### src/rtl/plic_pkg.sv
// plic_pkg: shared definitions for the plic_lite interrupt controller.
//   - Byte offsets of the configuration registers.
//   - Default claim-ID width and the matching ID type.
package plic_pkg;

  localparam int ID_W_DEF = 4;
  typedef logic [ID_W_DEF-1:0] plic_id_t;

  // Register byte offsets (32-bit words).
  localparam logic [7:0] PRIO_BASE = 8'h00;  // priority[s] at PRIO_BASE + 4*s
  localparam logic [7:0] ENABLE    = 8'h20;
  localparam logic [7:0] PENDING   = 8'h24;
  localparam logic [7:0] THRESH    = 8'h28;
  localparam logic [7:0] CLAIM     = 8'h2C;
  localparam logic [7:0] EDGE_MODE = 8'h30;

endpackage

### src/rtl/plic_gateway.sv
// plic_gateway: per-source interrupt gateway.
// Turns one raw interrupt line into a pending bit and tracks whether the
// source is currently being serviced by software.
// Ports:
//   i_clk, i_rst_n   clock, asynchronous active-low reset
//   i_src            raw interrupt line (synchronous to i_clk)
//   i_edge_mode      1 = rising-edge triggered, 0 = level triggered
//   i_claim_clr      this source is being claimed this cycle
//   i_complete_clr   software completes this source this cycle
//   o_pending        pending bit
//   o_in_service     claimed and not yet completed
module plic_gateway (
  input  logic i_clk,
  input  logic i_rst_n,
  input  logic i_src,
  input  logic i_edge_mode,
  input  logic i_claim_clr,
  input  logic i_complete_clr,
  output logic o_pending,
  output logic o_in_service
);

  logic src_q, src_d;
  logic pending_q, pending_d;
  logic in_service_q, in_service_d;
  logic set;

  always_comb begin
    // Edge mode may set while in service, so one further edge is remembered.
    // Level mode is held off until the current request has been completed.
    if (i_edge_mode) begin
      set = i_src & ~src_q;
    end else begin
      set = i_src & ~pending_q & ~in_service_q & ~i_claim_clr;
    end
    src_d = i_src;
    // A set in the same cycle as a claim wins, so the new edge is not lost.
    pending_d    = (pending_q & ~i_claim_clr) | set;
    in_service_d = in_service_q;
    if (i_complete_clr) begin
      in_service_d = 1'b0;
    end
    if (i_claim_clr) begin
      in_service_d = 1'b1;
    end
  end

  always_ff @(posedge i_clk or negedge i_rst_n) begin
    if (!i_rst_n) begin
      src_q        <= 1'b0;
      pending_q    <= 1'b0;
      in_service_q <= 1'b0;
    end else begin
      src_q        <= src_d;
      pending_q    <= pending_d;
      in_service_q <= in_service_d;
    end
  end

  assign o_pending    = pending_q;
  assign o_in_service = in_service_q;

endmodule

### src/rtl/plic_lite.sv
// plic_lite: small platform-level interrupt controller.
// Gateways feed a priority arbiter; the winner above threshold raises o_meip.
// Software claims by reading CLAIM and completes by writing the ID back.
// Ports:
//   i_clk, i_rst_n         clock, asynchronous active-low reset
//   i_irq_src              raw interrupt lines
//   i_cfg_we / i_cfg_re    register write / read strobes
//   i_cfg_addr/_wdata      byte address and write data
//   o_cfg_rdata/o_cfg_ack  registered read data and one-cycle acknowledge
//   o_meip                 registered interrupt request to the core
//   o_best_id              combinational arbitration winner (0 = none)
module plic_lite
  import plic_pkg::*;
#(
  parameter int NUM_SRC = 8,
  parameter int PRIO_W  = 3,
  parameter int ID_W    = 4
) (
  input  logic               i_clk,
  input  logic               i_rst_n,
  input  logic [NUM_SRC-1:0] i_irq_src,
  input  logic               i_cfg_we,
  input  logic               i_cfg_re,
  input  logic [7:0]         i_cfg_addr,
  input  logic [31:0]        i_cfg_wdata,
  output logic [31:0]        o_cfg_rdata,
  output logic               o_cfg_ack,
  output logic               o_meip,
  output logic [ID_W-1:0]    o_best_id
);

  logic [PRIO_W-1:0]  prio_q [NUM_SRC];
  logic [PRIO_W-1:0]  prio_d [NUM_SRC];
  logic [NUM_SRC-1:0] enable_q, enable_d;
  logic [NUM_SRC-1:0] edge_q, edge_d;
  logic [PRIO_W-1:0]  thresh_q, thresh_d;
  logic               ack_q, ack_d;
  logic               meip_q, meip_d;
  logic [31:0]        rdata_q, rdata_d;

  logic [NUM_SRC-1:0] pending, in_service, claim_clr, complete_clr;
  logic [ID_W-1:0]    best_id;
  logic [PRIO_W-1:0]  best_prio;
  logic [5:0]         word;
  logic               wr_en, rd_en, claim_rd, complete_wr;
  logic [ID_W-1:0]    complete_id;
  logic               unused_wdata;

  assign word        = i_cfg_addr[7:2];
  assign wr_en       = i_cfg_we;
  // A simultaneous write takes precedence; the read side is dropped.
  assign rd_en       = i_cfg_re & ~i_cfg_we;
  assign claim_rd    = rd_en & (i_cfg_addr == CLAIM);
  assign complete_wr = wr_en & (i_cfg_addr == CLAIM);
  assign complete_id = i_cfg_wdata[ID_W-1:0];
  assign unused_wdata = ^i_cfg_wdata;

  // Arbiter: strict '>' keeps the lowest ID on equal priority.
  always_comb begin
    best_id   = '0;
    best_prio = '0;
    for (int s = 0; s < NUM_SRC; s++) begin
      if (pending[s] && enable_q[s] && (prio_q[s] > thresh_q) && (prio_q[s] > best_prio)) begin
        best_prio = prio_q[s];
        best_id   = ID_W'(s + 1);
      end
    end
  end

  for (genvar gi = 0; gi < NUM_SRC; gi++) begin : g_src
    assign claim_clr[gi]    = claim_rd & (best_id == ID_W'(gi + 1));
    assign complete_clr[gi] = complete_wr & (complete_id == ID_W'(gi + 1)) & in_service[gi];

    plic_gateway u_gateway (
      .i_clk          (i_clk),
      .i_rst_n        (i_rst_n),
      .i_src          (i_irq_src[gi]),
      .i_edge_mode    (edge_q[gi]),
      .i_claim_clr    (claim_clr[gi]),
      .i_complete_clr (complete_clr[gi]),
      .o_pending      (pending[gi]),
      .o_in_service   (in_service[gi])
    );
  end

  // Register file and read mux.
  always_comb begin
    prio_d   = prio_q;
    enable_d = enable_q;
    edge_d   = edge_q;
    thresh_d = thresh_q;
    rdata_d  = '0;
    if (wr_en) begin
      for (int s = 0; s < NUM_SRC; s++) begin
        if (word == 6'(s)) prio_d[s] = i_cfg_wdata[PRIO_W-1:0];
      end
      case (i_cfg_addr)
        ENABLE:    enable_d = i_cfg_wdata[NUM_SRC-1:0];
        THRESH:    thresh_d = i_cfg_wdata[PRIO_W-1:0];
        EDGE_MODE: edge_d   = i_cfg_wdata[NUM_SRC-1:0];
        default:   ;
      endcase
    end
    if (rd_en) begin
      for (int s = 0; s < NUM_SRC; s++) begin
        if (word == 6'(s)) rdata_d = 32'(prio_q[s]);
      end
      case (i_cfg_addr)
        ENABLE:    rdata_d = 32'(enable_q);
        PENDING:   rdata_d = 32'(pending);
        THRESH:    rdata_d = 32'(thresh_q);
        CLAIM:     rdata_d = 32'(best_id);
        EDGE_MODE: rdata_d = 32'(edge_q);
        default:   ;
      endcase
    end
    ack_d  = i_cfg_we | i_cfg_re;
    meip_d = (best_id != '0);
  end

  always_ff @(posedge i_clk or negedge i_rst_n) begin
    if (!i_rst_n) begin
      for (int s = 0; s < NUM_SRC; s++) prio_q[s] <= '0;
      enable_q <= '0;
      edge_q   <= '0;
      thresh_q <= '0;
      ack_q    <= 1'b0;
      meip_q   <= 1'b0;
      rdata_q  <= '0;
    end else begin
      prio_q   <= prio_d;
      enable_q <= enable_d;
      edge_q   <= edge_d;
      thresh_q <= thresh_d;
      ack_q    <= ack_d;
      meip_q   <= meip_d;
      rdata_q  <= rdata_d;
    end
  end

  assign o_cfg_rdata = rdata_q;
  assign o_cfg_ack   = ack_q;
  assign o_meip      = meip_q;
  assign o_best_id   = best_id;

endmodule

### config.mk
export PLATFORM = sky130hd
export DESIGN_NAME = plic_lite
export DESIGN_NICKNAME = d
export VERILOG_FILES = /design/src/rtl/plic_pkg.sv /design/src/rtl/plic_gateway.sv /design/src/rtl/plic_lite.sv
export SDC_FILE = /design/constraint.sdc
export NUM_CORES = 1
export LEC_CHECK = 0
export ABC_AREA = 1
export CAP_MARGIN = 10
export CORE_MARGIN = 1
export CORE_UTILIZATION = 40
export DETAILED_ROUTE_END_ITERATION = 7
export RECOVER_POWER = 25
export SYNTH_ARGS = -nofsm -noshare
export SYNTH_HDL_FRONTEND = slang
export SYNTH_SLANG_ARGS = --single-unit
### constraint.sdc
create_clock -name i_clk -period 16 [get_ports i_clk]
set_input_delay 3.2 -clock i_clk [delete_from_list [all_inputs] [get_ports i_clk]]
set_output_delay 3.2 -clock i_clk [all_outputs]
set_load 0.05 [all_outputs]
Word-level counts from Yosys, hierarchy flattened
Index checks and enable logic that the tools add are counted.
Cells by class
  reduce and logical (&&, ||, !) cells: 45
  eq/ne operators: 28
  bitwise operators: 109
  muxes and demuxes: 49
  order comparisons: 16
Operators with widths (count)
  $mux W32: 8
  $pmux W32 S5: 1
  $and A1 B1 Y1: 67
  $gt A3 B3 Y1: 15
  $eq A8 B6 Y1 const B: 5
  $not A1 Y1: 33
  $eq A4 B3 Y1 const B: 8
  $mux W1: 25
  $eq A6 B3 Y1 const B: 4
  $logic_and A1 B1 Y1: 24
  $mux W3: 8
  $mux W4: 6
  $reduce_and A2 Y1: 11
  $eq A4 B2 Y1 const B: 4
  $reduce_bool A2 Y1: 8
  $eq A6 B2 Y1 const B: 2
  $or A1 B1 Y1: 9
  $eq A4 B1 Y1 const B: 2
  $eq A4 B4 Y1 const B: 2
  $eq A6 B1 Y1 const B: 1
  $logic_not A6 Y1: 1
  $reduce_bool A4 Y1: 1
  $gt A3 B1 Y1 const B: 1
  $mux W2: 1
Storage, ports and cells
  word-level logic and storage cells: 285
  input bits: 52
  flip-flop bits (word level): 101

Logic depth before layout (Yosys ltp)
Gate-level depths: netlist of the first run.
  word-level depth: 31
  mapped depth: 63
  depth with buffers taken out: 63

Modules after synthesis
Synthesis of the first run repeated with hierarchy kept, for this count alone.
Second synthesis, totals
  cells, all modules: 693
  area total of the unflattened synthesis: 5268.8 um2
Modules (own cells, without submodules)
  plic_lite: area an instance 4277.9 um2, times used 1, sequential area each 1326.3 um2, cells an instance 581
  plic_gateway: area an instance 123.9 um2, times used 8, sequential area each 75.1 um2, cells an instance 14

Least setup slack after synthesis of the first run
Ideal clock, no wire load.
  kind: register to output
  from: reg thresh_q[2]
  to: out o_best_id[2]
  buffers on the path: 0
  required time: 12800 ps
  stages on the path, launching flop included: 58
  setup slack: 4089 ps
  arrival time: 8711 ps
  path through: dfrtp_1 -> inv_1 -> ha_1 -> nand3_1 -> nand2_1 -> inv_1 -> nand2_1 -> nor2_2 -> inv_1 -> ha_1 -> a21oi_1 -> nand2_1 -> nand3_4 -> nand2_1 -> and2_1 -> ha_1 -> nand2_1 -> o21ai_1 -> [22 not listed] -> nand2_4 -> inv_1 -> or2_1 -> o21ai_0 -> inv_1 -> ha_1 -> inv_1 -> o21ai_0 -> a311oi_1 -> nand3_1 -> nand2_1 -> o21ai_0 -> ha_1 -> a21oi_1 -> o21ai_0 -> nand2_1 -> inv_1 -> a21oi_1
Between the ends
  word-level cells in the longest chain between the ends: 25
Ends and longest elaborated chain
  start, declared: RTL line plic_lite.sv:36  | logic [PRIO_W-1:0] thresh_q, thresh_d;
  start signal, assigned: RTL line plic_lite.sv:134  | thresh_q <= thresh_d;
  $gt A3 B3 Y1: RTL line plic_lite.sv:63  | if (pending[s] && enable_q[s] && (prio_q[s] > thresh_q) && (prio_q[s] > best_prio)) begin
  $logic_and A1 B1 Y1 (2 in series): RTL line plic_lite.sv:63
  $mux W3: RTL line plic_lite.sv:63
  $gt A3 B3 Y1: RTL line plic_lite.sv:63
  $logic_and A1 B1 Y1: RTL line plic_lite.sv:63
  $mux W3: RTL line plic_lite.sv:63
  $gt A3 B3 Y1: RTL line plic_lite.sv:63
  $logic_and A1 B1 Y1: RTL line plic_lite.sv:63
  [8 not listed]
  $logic_and A1 B1 Y1: RTL line plic_lite.sv:63
  $mux W3: RTL line plic_lite.sv:63
  $gt A3 B3 Y1: RTL line plic_lite.sv:63
  $logic_and A1 B1 Y1: RTL line plic_lite.sv:63
  $mux W3: RTL line plic_lite.sv:63
  $gt A3 B3 Y1: RTL line plic_lite.sv:63
  $logic_and A1 B1 Y1: RTL line plic_lite.sv:63
  $mux W4 *: RTL line plic_lite.sv:63
  end, declared: RTL line plic_lite.sv:29  | output logic [ID_W-1:0] o_best_id
Every way passes the cells marked *; elsewhere a longest branch is shown, timed or not.

Worst setup path in the final report of the first run
Ends and elaborated chain as after synthesis.

==> results.cfg, run 1 <==
[yosys]
netlist_instances = 662
synthTopCellsByArea = dfrtp_1 38%, nand2_1 12%, ha_1 10%, o21ai_0 6.7%, inv_1 6.3%
seq_area_frac_synth_pct = 38.1
synth_edf_count = 0
synthFlopType = dfrtp_1
avgSynthCellArea_sq_um = 7.65
synth_top_area_share_pct = 38.1
synth_warnings = 0
synth.distinct_cells = 45
synth_area_sq_um = 5060
synthArstFlopShare_pct = 100
ys_ff_latch = 77
yosysTopAreaCell = dfrtp_1

[floorplan]
die_y_microns = 114
initial_utilization_pct = 41.6
die-area_sq_um = 13100
core_sq_um = 12200
die_width_microns = 114
std_cell_rows = 40
io_pins = 90

[sta]
finalHoldViolCount = 0
rsz0062_at_grt = false
setup_viol = 0
period_minus_slack_ns = 13.68
setup_tns_ns = 0
max_freq_ghz = 0.0731
holdWs_ns = 0.482
fin_ws_ns = 2.32
worst_pin_slew_ns = 4.15
drv_slew = 78
fin_crit_sh_pct = 85.5
finClkSkew_ns = 0.00899
max_slew_margin_pct = -177

[clock_network]
clockBufferDepth = 2
cts_tree = done
cts-resized-gates = 0
numCtsBuffers = 9
clock-sinks = 77
clk_pin_slew_ns = 0.06
htree_num_levels = 3
cts_setup_buffers = 0
ctsHoldBuffers = 0
clock_latency_ns = 0.34
cts_root_buffer = clkbuf_16

[placement]
place_hpwl_microns = 10300
dp.cells = 864
place_congestion = 0.909
dp_slack_ns = 2.76
io_buffers = 41

[power]
peakVddDrop_mv = 0.0624
power.leakage_nw = 2.88
internal-power_mw = 0.379
clockPowerShare_pct = 39.2
finalPower_mw = 0.546
p_sw_mw = 0.167
p_seq_share_pct = 41.1
switching_share_pct = 30.6
combPwrFrac_pct = 19.7
power.density_nw_per_um2 = 92.9

[layout]
diodes = 0
nets = 800
area_delta_synth_final_pct = 16.0
fill_cells = 1179
drive_above_1_share_pct = 6.32
final_cell_count_no_fill = 880

[run]
cap_viol_max_count = 1

[global_route]
grtUsageMet3_pct = 3.86
track_usage_pct = 22.9
top_usage_layer = met2
gr-total-overflow = 0
grt_pass1_wl_microns = 22700
first_global_vias = 4618
grt_max_degree = 78
use_met2_pct = 38.5
grt_use_met1_pct = 28.8
grt_antenna_before_repair = 0

[worst_setup_path]
critPathLaunchType = register
crit_path_end_kind = output pin
crit_path_frequent_cell = nand2_1
cp.arrival_ns = 10.48
cpPeakStageDelay_ns = 0.84
critPathMaxFanout = 10
required_ns = 12.80
crit_slowest_cell = clkdlybuf4s50_1
crit_type = register to output pin

[route]
first_pass_iters = 5
drtAntennaViolNets = 0
via_per_inst = 5.12
vias = 4505
drc = 0
wire_per_inst_microns = 15.5
drtIter0Drc = 384
drt-total-wl_microns = 13600

[outcome]
violations = max-capacitance violations, max-slew violations
outcome = complete, but fails checks

[worst_hold_path]
min_path_type = register to register
==> kinds of logic (layout without fill, tap and decap cells) <==
logic type | count (synthesis) | after routing | share of synthesized area (%)
buffers and inverters | 119 | 146 | 10.6
flip-flops | 77 | 77 | 38.1
other | 1 | 24 | 0.0741
adder cells (fa/ha/maj) | 41 | 41 | 10.1
AO/OA/AOI/OAI | 130 | 130 | 14.9
AND/OR/NAND/NOR | 294 | 294 | 26.2
==> cell usage after synthesis (all sizes together) (2+ instances only) <==
cell     number
a211oi        3
a21oi        24
a221o         2
a221oi        5
a22oi         3
a311oi        4
and2          2
buf          24
clkbuf        6
dfrtp        77
ha           41
inv          88
nand2       177
nand3        37
nand3b        5
nand4         4
nor2         51
nor3         11
nor4          3
o2111ai       2
o211ai        4
o21ai        74
o31ai         2
or2           4
==> power groups by stage <==
stage	logic, mW	registers (mW)	clock network (mW)
after floorplan	0.0814	0.223	0
after global placement	0.103	0.227	0
after detailed placement	0.108	0.227	0
after CTS	0.108	0.224	0.216
after global routing	0.123	0.226	0.225
final	0.107	0.224	0.214
==> critical path, delay by kind of cell, from the launching register on <==
family	cells	cell delay, ns
flops	1	0.38
buf+inv	8	1.75
fa+ha+maj	8	2.47
compound gates	13	1.97
simple gates	28	3.57
==> layout by cell type (no fill, tap or decap), drive strengths merged, types with 3 or more instances in the layout <==
cell type,count
nor4,3
or2,4
clkdlybuf4s50,32
a311oi,4
conb,24
inv,88
a22oi,3
a21oi,24
a221oi,5
nor2,51
nand3b,5
a211oi,3
o21ai,74
dfrtp,77
o211ai,4
ha,41
nand3,37
nand2,177
clkbuf,14
nand4,4
nor3,11
dlygate4sd3,8
==> cell type report <==
type / instances / area (sq um) / share of cell area, %
repair buffers: 41 / 404 / 6.88
multi-input cells: 489 / 2680 / 45.7
clock buffers: 13 / 270 / 4.60
clock inverters: 3 / 42.5 / 0.724
flip-flops and latches: 77 / 1930 / 32.8
well taps: 168 / 210 / 3.58
inverters: 89 / 335 / 5.71
==> flip-flops by register name (all words and copies together), names as in the netlist <==
signal,count
g_src.u_gateway.src_q,8
enable_q,8
g_src.u_gateway.o_pending,8
thresh_q,3
prio_q,24
g_src.u_gateway.o_in_service,8
o_meip,1
o_cfg_rdata,8
o_cfg_ack,1
edge_q,8
==> metal layers <==
layer | up-vias | routed length (microns) | part of all wire [%]
li1 | 2244 | - | -
met1 | 2108 | 6110 | 45
met2 | 124 | 6580 | 48
met3 | 29 | 574 | 4.2
met4 | 0 | 361 | 2.7
met5 | - | 0 | 0
==> per-stage QoR <==
step                instance area, sq um  util (%)
CTS                                 5880      48.3
floorplan                           5150         -
global route                        5870      48.3
finish                              5870      48.3
global placement                    5560      45.7
detailed placement                  5560      45.7
==> path summary, 6_finish.rpt <==
| check | start | endpoint | slack, ns | depth (start not counted) |
|---|---|---|---|---|
| hold / removal | g_src[2].u_gateway.src_q$_DFF_PN0_ | g_src[2].u_gateway.o_pending$_DFF_PN0_ | 0.48 | 3 |
| max in group asynchronous | i_rst_n | g_src[6].u_gateway.src_q$_DFF_PN0_ | 9.35 | 1 |
| hold reg to reg | g_src[2].u_gateway.src_q$_DFF_PN0_ | g_src[2].u_gateway.o_pending$_DFF_PN0_ | 0.48 | 3 |
| setup / recovery | thresh_q[2]$_DFFE_PN0P_ | o_best_id[2] | 2.32 | 57 |
| min in group asynchronous | i_rst_n | g_src[0].u_gateway.src_q$_DFF_PN0_ | 4.31 | 1 |
| setup reg to reg | thresh_q[2]$_DFFE_PN0P_ | g_src[2].u_gateway.o_pending$_DFF_PN0_ | 6.29 | 59 |
No activity file was read; power rests on OpenSTA's default activity.
==> inputs of run 2 (changes only) <==
- TNS_END_PERCENT: not set -> 5
==> results of run 2 <==
Final layout, timing and power as in run 1 (identical DEF).
==> RTL change (config.mk and constraints of run 1) <==
The parameter `NUM_SRC` goes from 8 to 4.
--- a/src/rtl/plic_lite.sv
+++ b/src/rtl/plic_lite.sv
@@ -12,7 +12,7 @@
 module plic_lite
   import plic_pkg::*;
 #(
-  parameter int NUM_SRC = 8,
+  parameter int NUM_SRC = 4,
   parameter int PRIO_W  = 3,
   parameter int ID_W    = 4
 ) (
Ports: changed (resized i_irq_src); port bits go from 90 to 86. The function was not compared with the original's and may differ.
==> RTL change against run 1 <==
- the run still ends with capacitance limit, slew limit left
- critical path type unchanged
- count of clock-buffer cells in the layout down 8
- critical endpoint unchanged
- final area down 42%
- synthesized area down 41%
- routed wire length down 50%
- highest routed layer unchanged
- worst setup slack better by 5100 ps
- via count down 45%
- critical path depth down 28
- power down 48%
- sequential cell count down 36
==> RTL change: results <==
metrics = {
    "final_layout": {
        "multiInputCombCellCount": 293,
        "multi_input_area_um2": 1640,
        "nFillCells": 735,
        "drive_gt1_frac": 0.108,
        "stdcell_count": 524,
        "nFlopsAndLatches": 41,
        "num-nets-final": 493,
        "final-seq-area_um2": 1030,
    },
    "logic_synthesis": {
        "ys_types": 33,
        "synth_fa_ha_area_frac": 0.0877,
        "synth_cells": 391,
        "synth_area_leaders": "dfrtp_1 34%, nand2_1 12%, ha_1 8.8%, buf_4 7.3%, inv_1 5.9%",
        "synth-compound-area-share": 0.102,
    },
    "grt": {
        "grt_max_degree": 42,
        "first_global_vias": 2236,
        "grt_use_met3": 0.0457,
        "use_met2": 0.284,
        "grt_use_total": 0.189,
        "gr-usage-met1": 0.276,
    },
    "flow_run": {
        "maxCapViolCount": 1,
    },
    "drt": {
        "met3WireLength_um": 331,
        "dr.first_iter.drc_count": 100,
        "via_per_inst": 4.74,
        "totalWireLength_um": 6810,
        "wl_met2_um": 2950,
    },
    "timing": {
        "tightest_slew_ps": 2240,
        "drv_slew": 42,
        "setup_slack_ps": 7370,
    },
    "clock_tree": {
        "h-tree-depth": 2,
        "insertion_delay_ps": 300,
        "numCtsBuffers": 5,
        "path_clk_slew_ps": 80,
    },
    "worst_setup_path": {
        "r2r-end": "g_src[3].u_gateway.o_pending",
        "worst-r2r-setup-slack_ps": 11350,
        "reg2reg_depth": 31,
    },
    "place": {
        "port_buffers": 28,
        "dp_slack_ps": 7690,
        "dpl.hpwl_um": 5300,
    },
    "power_and_ir_drop": {
        "power_clock_uw": 99.5,
        "p_sw_uw": 91.8,
        "combinationalPower_uw": 68.1,
        "ir_worst_vdd_uv": 60.6,
    },
    "status": {
        "outcome": "finished, violations left",
        "violations": "capacitance limit, slew limit",
    },
    "min_path": {
        "whs_endpoint": "g_src[3].u_gateway.o_in_service",
        "hp-start": "g_src[3].u_gateway.o_in_service",
        "hold_depth": 2,
    },
}
-- RTL change: changes by cell type after synthesis, sizes merged, moves of 5 or more --
| cell | before | now |
|---|---|---|
| ha | 41 | 21 |
| a21oi | 24 | 11 |
| inv | 88 | 53 |
| nor3 | 11 | 3 |
| nand2 | 177 | 103 |
| o21ai | 74 | 37 |
| nand3 | 37 | 30 |
| dfrtp | 77 | 41 |
| nor2 | 51 | 36 |
| clkbuf | 6 | 0 |
| buf | 24 | 30 |
| a221oi | 5 | 0 |
-- RTL change: through the flow --
| step | instance area, um^2 | power [mW] | util |
|---|---|---|---|
| after global routing | 3400 | 0.302 | 0.469 |
| final | 3400 | 0.285 | 0.469 |
| after detailed placement | 3270 | 0.188 | 0.451 |
| after global placement | 3270 | 0.186 | 0.451 |
| after CTS | 3410 | 0.288 | 0.470 |
| after floorplan | 3100 | 0.175 | - |
-- RTL change: worst min-delay path, stage by stage (launching register included) --
cell,delay [ps]
dfrtp_1,350
o21ai_1,60
nand2_1,40
